--- src/rtl/pipe_stage_reg.sv ---
// pipe_stage_reg: two-entry (main + skid) writeback pipeline register.
// The skid entry absorbs one accepted input while the head is stalled, so
// in_ready can come straight from a flop without combinational feedback from
// out_ready. Register-file forwarding from both held entries is built only
// when PIPE_STAGE_FWD_EN is defined; otherwise the forwarding outputs are
// tied to zero and no comparators exist.
module pipe_stage_reg #(
  parameter int DATA_W = 32,
  parameter int DEST_W = 5
) (
  input  logic              clk,
  input  logic              rst_n,
  input  logic              flush,
  input  logic              in_valid,
  output logic              in_ready,
  input  logic              in_reg_write,
  input  logic [DATA_W-1:0] in_data,
  input  logic [DEST_W-1:0] in_dest,
  output logic              out_valid,
  input  logic              out_ready,
  output logic              out_reg_write,
  output logic [DATA_W-1:0] out_data,
  output logic [DEST_W-1:0] out_dest,
  input  logic [DEST_W-1:0] fwd_src_a,
  input  logic [DEST_W-1:0] fwd_src_b,
  output logic              fwd_hit_a,
  output logic              fwd_hit_b,
  output logic [DATA_W-1:0] fwd_data_a,
  output logic [DATA_W-1:0] fwd_data_b
);

  logic              main_valid;
  logic              skid_valid;
  logic              in_ready_q;
  logic              main_rw;
  logic              skid_rw;
  logic [DATA_W-1:0] main_data;
  logic [DATA_W-1:0] skid_data;
  logic [DEST_W-1:0] main_dest;
  logic [DEST_W-1:0] skid_dest;

  logic              accept;
  logic              main_load;
  logic              skid_load;
  logic              in_rw_clean;
  logic              main_valid_nxt;
  logic              skid_valid_nxt;

  // Handshake decode and next valid state; flush overrides everything.
  always_comb begin
    accept         = in_valid && in_ready_q && !flush;
    main_load      = !main_valid || out_ready;
    skid_load      = accept && main_valid && !out_ready;
    in_rw_clean    = in_reg_write && (in_dest != '0);
    main_valid_nxt = main_valid;
    skid_valid_nxt = skid_valid;
    if (flush) begin
      main_valid_nxt = 1'b0;
      skid_valid_nxt = 1'b0;
    end else if (main_load) begin
      // Skid (older) drains first; while skid is full in_ready is low, so
      // accept and skid_valid never coincide here.
      main_valid_nxt = skid_valid || accept;
      skid_valid_nxt = 1'b0;
    end else if (skid_load) begin
      skid_valid_nxt = 1'b1;
    end
  end

  // Control state: valid bits and the registered ready.
  always_ff @(posedge clk or negedge rst_n) begin
    if (!rst_n) begin
      main_valid <= 1'b0;
      skid_valid <= 1'b0;
      in_ready_q <= 1'b1;
    end else begin
      main_valid <= main_valid_nxt;
      skid_valid <= skid_valid_nxt;
      in_ready_q <= !skid_valid_nxt;
    end
  end

  // Payload registers; contents only matter while the matching valid is set.
  always_ff @(posedge clk) begin
    if (main_load) begin
      if (skid_valid) begin
        main_rw   <= skid_rw;
        main_data <= skid_data;
        main_dest <= skid_dest;
      end else begin
        main_rw   <= in_rw_clean;
        main_data <= in_data;
        main_dest <= in_dest;
      end
    end
    if (skid_load) begin
      skid_rw   <= in_rw_clean;
      skid_data <= in_data;
      skid_dest <= in_dest;
    end
  end

  // Head outputs are masked by valid so an empty stage presents all zeros.
  always_comb begin
    in_ready      = in_ready_q;
    out_valid     = main_valid;
    out_reg_write = main_valid && main_rw;
    out_data      = main_valid ? main_data : '0;
    out_dest      = main_valid ? main_dest : '0;
  end

`ifdef PIPE_STAGE_FWD_EN
  logic main_hit_a;
  logic main_hit_b;
  logic skid_hit_a;
  logic skid_hit_b;

  // Forwarding match; the skid entry is younger and therefore wins.
  always_comb begin
    main_hit_a = main_valid && main_rw && (main_dest == fwd_src_a) && (fwd_src_a != '0);
    main_hit_b = main_valid && main_rw && (main_dest == fwd_src_b) && (fwd_src_b != '0);
    skid_hit_a = skid_valid && skid_rw && (skid_dest == fwd_src_a) && (fwd_src_a != '0);
    skid_hit_b = skid_valid && skid_rw && (skid_dest == fwd_src_b) && (fwd_src_b != '0);
    fwd_hit_a  = main_hit_a || skid_hit_a;
    fwd_hit_b  = main_hit_b || skid_hit_b;
    fwd_data_a = skid_hit_a ? skid_data : (main_hit_a ? main_data : '0);
    fwd_data_b = skid_hit_b ? skid_data : (main_hit_b ? main_data : '0);
  end
`else
  logic unused_fwd_src;

  // Forwarding disabled: ports remain, outputs are constant zero.
  always_comb begin
    unused_fwd_src = ^{fwd_src_a, fwd_src_b};
    fwd_hit_a      = 1'b0;
    fwd_hit_b      = 1'b0;
    fwd_data_a     = '0;
    fwd_data_b     = '0;
  end
`endif

endmodule

--- config.mk ---
export PLATFORM = sky130hd
export DESIGN_NAME = pipe_stage_reg
export DESIGN_NICKNAME = d
export VERILOG_FILES = /design/src/rtl/pipe_stage_reg.sv
export SDC_FILE = /design/constraint.sdc
export NUM_CORES = 1
export LEC_CHECK = 0
export CAP_MARGIN = 20
export CORE_MARGIN = 2
export CORE_UTILIZATION = 42
export CTS_CLUSTER_DIAMETER = 200
export DETAILED_ROUTE_END_ITERATION = 8
export HOLD_SLACK_MARGIN = 0.1
export PLACE_DENSITY = 0.81
export SYNTH_ARGS = -nofsm -noshare
export SYNTH_HDL_FRONTEND = slang
export SYNTH_SLANG_ARGS = --single-unit
export TNS_END_PERCENT = 5
--- constraint.sdc ---
create_clock -name clk -period 6.1 [get_ports clk]
set_input_delay 0.61 -clock clk [delete_from_list [all_inputs] [get_ports clk]]
set_output_delay 0.61 -clock clk [all_outputs]
set_load 0.02 [all_outputs]
==> flow_summary.json <==
{
  "required_ps": 5490,
  "yosys_register_bits": 79,
  "busiest_layer": "met2",
  "num_rows": 33,
  "grt_use_total_pct": 13.7,
  "ff_latch_area_um2": 2360,
  "synth_commonest_cells": "edfxtp_1, buf_4, and2_1",
  "reg2reg_depth": 4,
  "r2r_end": "skid_data[15]",
  "io_buffer_count": 82,
  "powerDensity_nw_per_um2": 268,
  "combPwrFrac_pct": 13.1,
  "syn2layout_area_growth_pct": 25.4,
  "synth_edf_count": 76,
  "drt_pass1_iterations": 4,
  "p_leak_nw": 1.67,
  "yosysTopAreaCell": "edfxtp_1",
  "grt_util_met2_pct": 22.4,
  "grt_pass1_vias": 2017,
  "drt-wirelength-per-cell_um": 14.4,
  "cts.path.max_buffers": 2,
  "antenna_found_initial": 0,
  "grt-ovfl-total": 0,
  "clock.fmax_mhz": 365,
  "hold_viol": 0,
  "post-route-util_pct": 54.8,
  "power.switching_mw": 0.293,
  "use_met3_pct": 5.06,
  "numCtsBuffers": 9,
  "vias": 1961,
  "antenna_cells": 0,
  "cts.sinks": 79,
  "grt_max_degree": 42,
  "min_path_type": "in2async",
  "post-route-period-util_pct": 44.9,
  "die_y_um": 96.9,
  "fin_tns_setup_ps": 0,
  "clkPwrFrac_pct": 35.1,
  "fin_crit_ps": 2740,
  "hpwl_mm": 4.17,
  "synth_area_leaders": "edfxtp_1, buf_4, mux2_2",
  "yosys_warnings": 0,
  "cp_max_fo": 21,
  "setup_violations": 0,
  "clk_latency_ps": 340,
  "critical_path_class": "reg2out",
  "async_flop_share_pct": 3.80,
  "viasPerCell": 4.47,
  "ios": 159,
  "post-cts-setup-buffer-count": 0,
  "clkTransAtPathRegs_ps": 80,
  "clock_skew_ps": 7.10,
  "crit_arrival_ps": 2130,
  "tightest_slew_ps": 916,
  "synth_most_common_cell": "edfxtp_1",
  "first_iter_violations": 140,
  "core_area_um2": 8300,
  "hold_buffers": 0,
  "synth_area_um2": 3620,
  "vdd_drop_max_mv": 0.237,
  "gp_congestion": 0.672,
  "fill_cells": 675,
  "cts.repair.resized": 0,
  "switching_share_pct": 24.0,
  "p_int_mw": 0.926,
  "ys_types": 17,
  "r2r-start": "out_valid",
  "grt_pass1_wl_mm": 10.1,
  "root_buffer": "clkbuf_8",
  "nNetsFinal": 382,
  "synth_cells": 242,
  "slew_headroom_pct": 38.9,
  "yosysSeqAreaShare_pct": 65.1,
  "fp.dieW_um": 96.9,
  "p_total_mw": 1.22,
  "syn_avg_cell_area_um2": 15.0,
  "antenna_left": 0,
  "rrSetupSlack_ps": 3680,
  "die_area_um2": 9390,
  "cts_tree": "done",
  "drc": 0,
  "pwr-share-seq_pct": 51.8,
  "synthFlopType": "edfxtp_1",
  "final_layout_size_suffix_gt1_share_pct": 17.7,
  "initial_core_util_pct": 43.7,
  "startpoint_type": "flop",
  "status": "finished clean",
  "wl_mm": 6.31,
  "setup_ws_ps": 3360,
  "slew_viol_final": 0,
  "multi_input_area_um2": 982,
  "endpoint_kind": "output pin",
  "post-place-ws_ps": 3530,
  "rsz0062_at_grt": "false",
  "timing.max_cap.violations": 0,
  "htree_levels": 3,
  "use_met1_pct": 16.4,
  "netlist.area_leader.share_pct": 63.0
}
-- worst max-delay path by stage --
stage	startpoint	endpoint	slack [ps]
after floorplan	out_ready	skid_data[0]	1250
after global placement	out_valid	skid_data[8]	3410
after detailed placement	out_ready	skid_data[5]	3530
after CTS	out_valid	out_data[2]	3320
after global routing	out_valid	out_data[2]	3220
final	out_valid	out_data[2]	3360
-- per-layer routing --
layer / part of all wire [%] / up-vias
li1: - / 899
met1: 41 / 935
met2: 48 / 119
met3: 9.4 / 8
met4: 1.1 / 0
met5: 0 / -
-- stage by stage --
step | std cells | hold slack [ps] | instance area, um2
2_1_floorplan | 307 | 314 | 3870
3_3_place_gp | 422 | 530 | 4310
3_5_place_dp | 423 | 535 | 4320
4_1_cts | 439 | 429 | 4540
5_1_grt | 439 | 425 | 4540
6_report | 439 | 446 | 4540
-- kinds of logic (layout without fill, tap and decap cells) --
family	after synthesis	count (layout)	synth area share, %
buffers and inverters	74	101	14.8
AOI/OAI and AO/OA	4	4	0.621
other	1	66	0.103
DFF	79	79	65.1
muxes	38	38	11.8
and+or+nand+nor	46	46	7.66
-- power groups by stage --
stage / clock, mW / sequential (mW) / combinational (mW)
after floorplan: 0 / 0.639 / 0.124
after global placement: 0 / 0.646 / 0.153
after detailed placement: 0 / 0.645 / 0.160
after CTS: 0.440 / 0.632 / 0.161
after global routing: 0.461 / 0.635 / 0.170
final: 0.428 / 0.632 / 0.160
-- area by class of cell --
class,instances,share of cell area [%]
sequential,79,51.9
clock buffer,10,2.81
timing repair buffer,85,18.7
clock inverter,6,2.04
tap,105,2.89
multi-input combinational,154,21.6
-- registers in the layout, indices dropped and copies added, names as in the netlist --
name / flops
main_data: 32
main_rw: 1
out_valid: 1
in_ready: 1
main_dest: 5
skid_data: 32
skid_dest: 5
skid_valid: 1
skid_rw: 1
-- cell usage in the layout (no fill, tap or decap) --
| cell | netlist | layout |
|---|---|---|
| clkdlybuf4s50_1 | 0 | 82 |
| edfxtp_1 | 76 | 76 |
| conb_1 | 1 | 66 |
| and2_1 | 38 | 38 |
| mux2_2 | 37 | 37 |
| clkbuf_8 | 0 | 9 |
| nor3_1 | 4 | 3 |
| a21oi_1 | 3 | 3 |
| clkinvlp_4 | 0 | 2 |
| inv_6 | 0 | 2 |
| bufinv_16 | 0 | 2 |
| buf_4 | 67 | 2 |
| nor2_1 | 1 | 1 |
| a21boi_0 | 1 | 1 |
| nand2b_2 | 0 | 1 |
| nand2_1 | 1 | 1 |
| nor3_2 | 0 | 1 |
| or3_1 | 1 | 1 |
| mux2i_1 | 1 | 1 |
| clkbuf_1 | 2 | 1 |
| dfstp_2 | 1 | 1 |
| buf_8 | 0 | 1 |
| dfrtp_1 | 2 | 1 |
| dfrtp_2 | 0 | 1 |
-- critical path: stages (launching register included) --
cell and delay (ps):
dfrtp_1 750, buf_8 250, and2_1 160, clkdlybuf4s50_1 630
No activity file was read; power rests on OpenSTA's default activity.
